$ cat config.mk
export PLATFORM = sky130hd
export DESIGN_NAME = dcache_miss_ctrl
export DESIGN_NICKNAME = d
export VERILOG_FILES = /design/src/rtl/dcache_miss_ctrl.sv
export SDC_FILE = /design/constraint.sdc
export NUM_CORES = 1
export LEC_CHECK = 0
export BUFFER_PORTS_ARGS = -buffer_cell sky130_fd_sc_hd__buf_2
export CAP_MARGIN = 20
export CORE_MARGIN = 2
export CORE_UTILIZATION = 35
export CTS_CLUSTER_SIZE = 25
export DETAILED_ROUTE_END_ITERATION = 10
export GPL_ROUTABILITY_DRIVEN = 0
export PLACE_DENSITY_LB_ADDON = 0.3
export SETUP_SLACK_MARGIN = 0.3
export SLEW_MARGIN = 5
export SYNTH_ARGS = -nofsm -noshare
export SYNTH_HDL_FRONTEND = slang
export SYNTH_SLANG_ARGS = --single-unit
$ cat constraint.sdc
create_clock -name clk -period 16.7 [get_ports clk]
set_clock_uncertainty 0.2 [all_clocks]
set_input_delay 3.34 -clock clk [delete_from_list [all_inputs] [get_ports clk]]
set_output_delay 3.34 -clock clk [all_outputs]
set_load 0.02 [all_outputs]
$ cat src/rtl/dcache_miss_ctrl.sv
// Miss sequencer between the LSU and the 2-way write-back dcache:
// lookup, dirty-victim writeback, 4-beat refill, line install and replay.
module dcache_miss_ctrl #(
    parameter int INIT_CYCLES = 512,
    parameter int BEATS       = 4
) (
    input  logic         clk,
    input  logic         reset,
    input  logic         req_valid,
    output logic         req_ready,
    input  logic         req_we,
    input  logic [31:0]  req_addr,
    input  logic [3:0]   req_be,
    input  logic [31:0]  req_wdata,
    output logic         resp_valid,
    output logic [31:0]  resp_rdata,
    output logic [31:0]  dc_addr,
    output logic         dc_r,
    output logic [15:0]  dc_wd,
    output logic [127:0] dc_din,
    input  logic [127:0] dc_dout,
    input  logic         dc_hit,
    input  logic         dc_dirty,
    input  logic [18:0]  dc_tout,
    output logic         mem_req,
    output logic         mem_we,
    output logic [31:0]  mem_addr,
    input  logic         mem_gnt,
    output logic         mem_wvalid,
    output logic [31:0]  mem_wdata,
    input  logic         mem_wready,
    input  logic         mem_rvalid,
    input  logic [31:0]  mem_rdata
);

    localparam int CW = $clog2(INIT_CYCLES);
    localparam int BW = $clog2(BEATS);

    localparam logic [3:0] S_INIT    = 4'd0;
    localparam logic [3:0] S_IDLE    = 4'd1;
    localparam logic [3:0] S_LOOK1   = 4'd2;
    localparam logic [3:0] S_LOOK2   = 4'd3;
    localparam logic [3:0] S_WB_REQ  = 4'd4;
    localparam logic [3:0] S_WB_DATA = 4'd5;
    localparam logic [3:0] S_RF_REQ  = 4'd6;
    localparam logic [3:0] S_RF_DATA = 4'd7;
    localparam logic [3:0] S_FILL    = 4'd8;
    localparam logic [3:0] S_REPLAY  = 4'd9;

    logic [3:0]    state;
    logic [CW-1:0] init_cnt;
    logic [BW-1:0] beat;
    logic          q_we;
    logic [31:0]   q_addr;
    logic [3:0]    q_be;
    logic [31:0]   q_wdata;
    logic [127:0]  victim;
    logic [18:0]   vtag;
    logic [127:0]  line_buf;
    logic          replay_q;
    logic          rsp_v;
    logic [31:0]   rsp_d;

    logic          issue;
    logic          iss_we;
    logic [31:0]   iss_addr;
    logic [3:0]    iss_be;
    logic [31:0]   iss_wdata;

    // The same issue path serves fresh requests and the post-fill replay.
    always_comb begin
        issue     = 1'b0;
        iss_we    = q_we;
        iss_addr  = q_addr;
        iss_be    = q_be;
        iss_wdata = q_wdata;
        if (state == S_IDLE) begin
            issue     = req_valid;
            iss_we    = req_we;
            iss_addr  = req_addr;
            iss_be    = req_be;
            iss_wdata = req_wdata;
        end else if (state == S_REPLAY) begin
            issue = 1'b1;
        end
    end

    always_comb begin
        dc_addr = '0;
        dc_r    = 1'b0;
        dc_wd   = '0;
        dc_din  = '0;
        if (issue) begin
            dc_addr = iss_addr;
            dc_r    = !iss_we;
            if (iss_we) begin
                dc_wd  = {12'b0, iss_be} << {iss_addr[3:2], 2'b00};
                dc_din = {4{iss_wdata}};
            end
        end else if (state == S_FILL) begin
            dc_addr = q_addr;
            dc_wd   = 16'hFFFF;
            dc_din  = line_buf;
        end
    end

    always_comb begin
        mem_addr = '0;
        if (state == S_WB_REQ)
            mem_addr = {vtag, q_addr[12:4], 4'b0};
        else if (state == S_RF_REQ)
            mem_addr = {q_addr[31:4], 4'b0};
    end

    assign req_ready  = (state == S_IDLE);
    assign mem_req    = (state == S_WB_REQ) || (state == S_RF_REQ);
    assign mem_we     = (state == S_WB_REQ);
    assign mem_wvalid = (state == S_WB_DATA);
    assign mem_wdata  = mem_wvalid ? victim[{beat, 5'd0} +: 32] : 32'b0;
    assign resp_valid = rsp_v;
    assign resp_rdata = rsp_d;

    always_ff @(posedge clk or posedge reset) begin
        if (reset) begin
            state    <= S_INIT;
            init_cnt <= '0;
            beat     <= '0;
            q_we     <= 1'b0;
            q_addr   <= '0;
            q_be     <= '0;
            q_wdata  <= '0;
            victim   <= '0;
            vtag     <= '0;
            line_buf <= '0;
            replay_q <= 1'b0;
            rsp_v    <= 1'b0;
            rsp_d    <= '0;
        end else begin
            rsp_v <= 1'b0;
            unique case (state)
                S_INIT: begin
                    if (init_cnt == CW'(INIT_CYCLES - 1))
                        state <= S_IDLE;
                    else
                        init_cnt <= init_cnt + 1'b1;
                end
                S_IDLE: begin
                    if (req_valid) begin
                        q_we     <= req_we;
                        q_addr   <= req_addr;
                        q_be     <= req_be;
                        q_wdata  <= req_wdata;
                        replay_q <= 1'b0;
                        state    <= S_LOOK1;
                    end
                end
                S_LOOK1: state <= S_LOOK2;
                S_LOOK2: begin
                    if (dc_hit) begin
                        rsp_v <= 1'b1;
                        rsp_d <= q_we ? 32'b0
                                      : dc_dout[{q_addr[3:2], 5'd0} +: 32];
                        state <= S_IDLE;
                    end else begin
                        assert (!replay_q)
                        else $error("replayed access missed in dcache");
                        victim <= dc_dout;
                        vtag   <= dc_tout;
                        state  <= dc_dirty ? S_WB_REQ : S_RF_REQ;
                    end
                end
                S_WB_REQ: begin
                    beat <= '0;
                    if (mem_gnt)
                        state <= S_WB_DATA;
                end
                S_WB_DATA: begin
                    if (mem_wready) begin
                        beat <= beat + 1'b1;
                        if (beat == BW'(BEATS - 1)) begin
                            beat  <= '0;
                            state <= S_RF_REQ;
                        end
                    end
                end
                S_RF_REQ: begin
                    beat <= '0;
                    if (mem_gnt)
                        state <= S_RF_DATA;
                end
                S_RF_DATA: begin
                    if (mem_rvalid) begin
                        line_buf[{beat, 5'd0} +: 32] <= mem_rdata;
                        beat <= beat + 1'b1;
                        if (beat == BW'(BEATS - 1)) begin
                            beat  <= '0;
                            state <= S_FILL;
                        end
                    end
                end
                S_FILL: state <= S_REPLAY;
                S_REPLAY: begin
                    replay_q <= 1'b1;
                    state    <= S_LOOK1;
                end
                default: state <= S_INIT;
            endcase
        end
    end

endmodule

==> out/qor.txt <==
Number of nets at the end of the flow - 2427
Initial antenna violation count - 19
Remaining Overflow, GRT - 0
End of the critical path - dc_din[98]
Critical path startpoint category - input pin
Internal - 2310 uW
Clock slew at the register clock pins of the worst setup and hold paths - 0.06 ns
Placeable Area - 55000 um2
Number of H-tree branching levels - 2
Number of top-level design ports - 534
Net switching fraction of the power - 33.3%
Least setup slack across all paths after layout - 7.88 ns
Number of iterations in the first detailed-routing pass - 5
Setup repair after global routing missed its margin - false
Clock tree root driver cell - clkbuf_16
Post-DR wirelength/cell - 20.7 um
Power density cells - 143 nW/um2
Antenna-violating nets left - 0
Critical Path Source - req_we
Rows - 86
Final hold viol count - 0
Number of resized instances in the post-cts repair step - 0
Library cell contributing the largest single delay on the critical path - a2111o_2
Power, Total - 3470 uW
Final count of negative-setup-slack endpoints - 0
WS Path Type - input pin to output pin
Buffering stage count on the worst path with inverters included - 3
Worst endpoint data arrival time - 5.28 ns
Worst voltage drop across the vdd grid - 0.0794 mV
Largest stage delay on the critical path - 0.42 ns
Global routing usage summed across all routing layers - 20.8%
Fin crit share - 52.8%
Critical-path maximum fanout - 34
WP depth - 7
Critical path cell sequence - buf_2 > or3b_1 > a2111o_2 > buf_4 > a21oi_2 > a21o_1 > buf_2
Clock net sink count - 392
Worst reg2reg setup slack - 13.09 ns
Count of cell types in the netlist - 49
Overall die height - 239 um
Cell occurring most often along the worst timing path - buf_2
R2R Path Start - state[0]$_DFFE_PP0P_
Die outline area - 57300 um2
Max Fclk - 113 MHz
Number of buffers inserted during clock tree synthesis - 47
Post-synth EDFFs - 0
Yosys warning total - 0
Sum Neg Setup Slack - 0 ns
Net switching component of the power - 1150 uW
Data required time of the critical path - 13.16 ns
Combinational Power Share - 30.2%
Final Max Slew Viols - 0
Sequential fraction of design power - 40.2%
Hold Path Class - flip-flop to flip-flop
Standby leakage power - 0.0125 uW
Via density per instance - 5.14
Floorplan die width - 239 um
Number of buffers inserted by post-CTS setup repair - 0
Total of fill cells in the finished design - 5224
Largest net degree at the start of global routing - 134
Number of synthesized register bits - 392
Status - complete, no violations
Cell area after layout - 24200 um2
Total Wirelength - 61.2 mm
Total cell area at the placement stage - 22600 um2
DR vias - 15203
Slew @ Worst Pin - 1.01 ns
Post-detail-place hpwl - 41.2 mm
Share of layout cells above drive strength 1 - 41.6%
Worst slack at placement - 7.86 ns
Most used DFF post-synth - dfrtp_1
Drt first-iter violations - 738
Async set-or-reset flop fraction in the synthesized netlist - 100%
Hold buffers post-CTS - 0
Worst hold margin - 0.270 ns
Final critical delay including setup and external delays - 8.82 ns
Cell family with most CP delay - compound AO/OA/AOI/OAI gates
Worst slew slack as a fraction of its limit - 32.3%
Depth of the worst register-to-register path - 5
Mapped cell area - 19400 um2
Vias in the first global route - 15534
Worst Setup End Kind - output pin
Clock network fraction of design power - 29.6%
Worst flop-to-flop path endpoint - victim[74]$_DFFE_PP0P_
Clock tree from TritonCTS - built
Max-capacitance violation count - 0
Max clock buf depth - 3
Wire length of the first global-routing pass - 92.0 mm
Total DRC errors in the routed layout - 0
Number of input and output port buffers inserted - 529
Area Overhead vs Synth - 24.7%
Latest clock arrival within the worst-skew pair - 0.59 ns
Gate count after technology mapping - 1689
Average cell area after synthesis - 11.5 um2
Initial Utilization - 35.3%
Sequential area share after synthesis - 50.6%
-- layout by cell type, fill, tap and decap left out, types with 3 or more instances in the layout --
cell	count
a22o_1	83
a21oi_2	29
nand3_2	4
clkinv_2	9
xnor2_1	6
nor2b_1	33
conb_1	4
dfrtp_2	4
nor3b_2	4
clkbuf_8	9
mux4_2	64
ha_1	8
dfrtp_1	388
clkbuf_16	48
nor2_1	13
o21ai_1	8
diode_2	14
buf_2	529
o21ai_0	137
a21o_1	136
nand3_1	3
nand2_1	336
buf_4	30
and3_1	13
mux2i_1	4
mux2_1	57
a21oi_1	11
nor3_1	3
nand4_1	5
clkbuf_1	10
inv_1	8
mux2_2	164
-- power groups by stage --
stage	sequential (uW)	clock (uW)	combinational [uW]
4_1_cts	1390	1050	1060
2_1_floorplan	1360	0	761
6_report	1390	1030	1050
5_1_grt	1430	1090	1140
3_3_place_gp	1390	0	1040
3_5_place_dp	1410	0	1060
-- stage by stage --
| stage | std cells | util (%) |
|---|---|---|
| finish | 2960 | 44.0 |
| global route | 2956 | 44.0 |
| CTS | 2945 | 43.9 |
| detailed placement | 2861 | 41.1 |
| global placement | 2861 | 41.1 |
| floorplan | 1692 | - |
-- worst register-to-register path: stages (launching register included) --
cell	delay (ns)
dfrtp_1	0.72
nand2_1	0.22
nor4_2	0.19
buf_4	0.75
buf_4	0.89
mux2_2	0.51
-- area by class of cell --
class	count	area [um2]	area share, %
antenna	14	35.0	0.145
clock buffer	67	1360	5.63
clock inverter	17	191	0.791
inverter	10	46.3	0.191
multi-input combinational	1152	8910	36.8
sequential	392	9810	40.6
tap	748	936	3.87
timing repair buffer	560	2900	12.0
-- cells by family (layout without fill, tap and decap cells) --
group	count (synthesis)	count (layout)	share of synthesized area, %
AND/OR/NAND/NOR	434	434	9.64
flip-flops	392	392	50.6
AO/OA/AOI/OAI	410	410	14.6
multiplexers	289	289	20.5
buffers and inverters	148	654	3.88
other	1	18	0.0193
adder cells (fa/ha/maj)	8	8	0.516
XOR/XNOR	7	7	0.316
-- state kept, by name (all words and copies together) (netlist names) --
name	cells
state	4
victim	128
q_wdata	32
line_buf	128
resp_valid	1
q_be	4
resp_rdata	32
q_we	1
init_cnt	9
q_addr	32
beat	2
vtag	19
-- cell usage after synthesis (4+ instances only) --
cell,number,area (um2)
mux2i_1,4,40.0
nor2_1,14,52.6
o21ai_1,8,40.0
dfrtp_1,392,9810
buf_4,14,105
mux4_2,64,1440
o21ai_0,137,686
clkbuf_1,77,289
buf_8,5,75.1
nand3_1,7,35.0
a21oi_1,11,55.1
ha_1,8,100
a21oi_2,29,254
a21o_1,136,1020
mux2_2,164,1850
xnor2_1,6,52.6
a22o_1,83,727
mux2_1,57,642
nand4_1,5,31.3
and3_1,13,81.3
nor3_1,5,25.0
nand2_1,336,1260
nor2b_1,33,206
buf_2,33,165
buf_6,6,67.6
nor3b_1,6,45.0
inv_1,9,33.8
-- how the worst min path moves through the flow --
stage                       startpoint                       to  slack [ns]  cells past startpoint
2_1_floorplan  init_cnt[6]$_DFFE_PP0P_  init_cnt[6]$_DFFE_PP0P_        0.24                      1
3_3_place_gp   init_cnt[7]$_DFFE_PP0P_  init_cnt[7]$_DFFE_PP0P_        0.25                      1
3_5_place_dp   init_cnt[6]$_DFFE_PP0P_  init_cnt[6]$_DFFE_PP0P_        0.26                      1
4_1_cts        init_cnt[6]$_DFFE_PP0P_  init_cnt[6]$_DFFE_PP0P_        0.27                      1
5_1_grt        init_cnt[6]$_DFFE_PP0P_  init_cnt[6]$_DFFE_PP0P_        0.29                      1
6_report       init_cnt[6]$_DFFE_PP0P_  init_cnt[6]$_DFFE_PP0P_        0.27                      1
-- layer usage --
metal | routed length (um) | up-vias | GRT usage [%]
met2 | 30000 | 470 | 34.6
met4 | 1730 | 4 | 7.22
met1 | 25700 | 7657 | 26.9
met5 | 24 | - | 0
li1 | - | 6974 | -
met3 | 3740 | 98 | 4.45
Note: power is estimated with default switching activity, not from simulation.
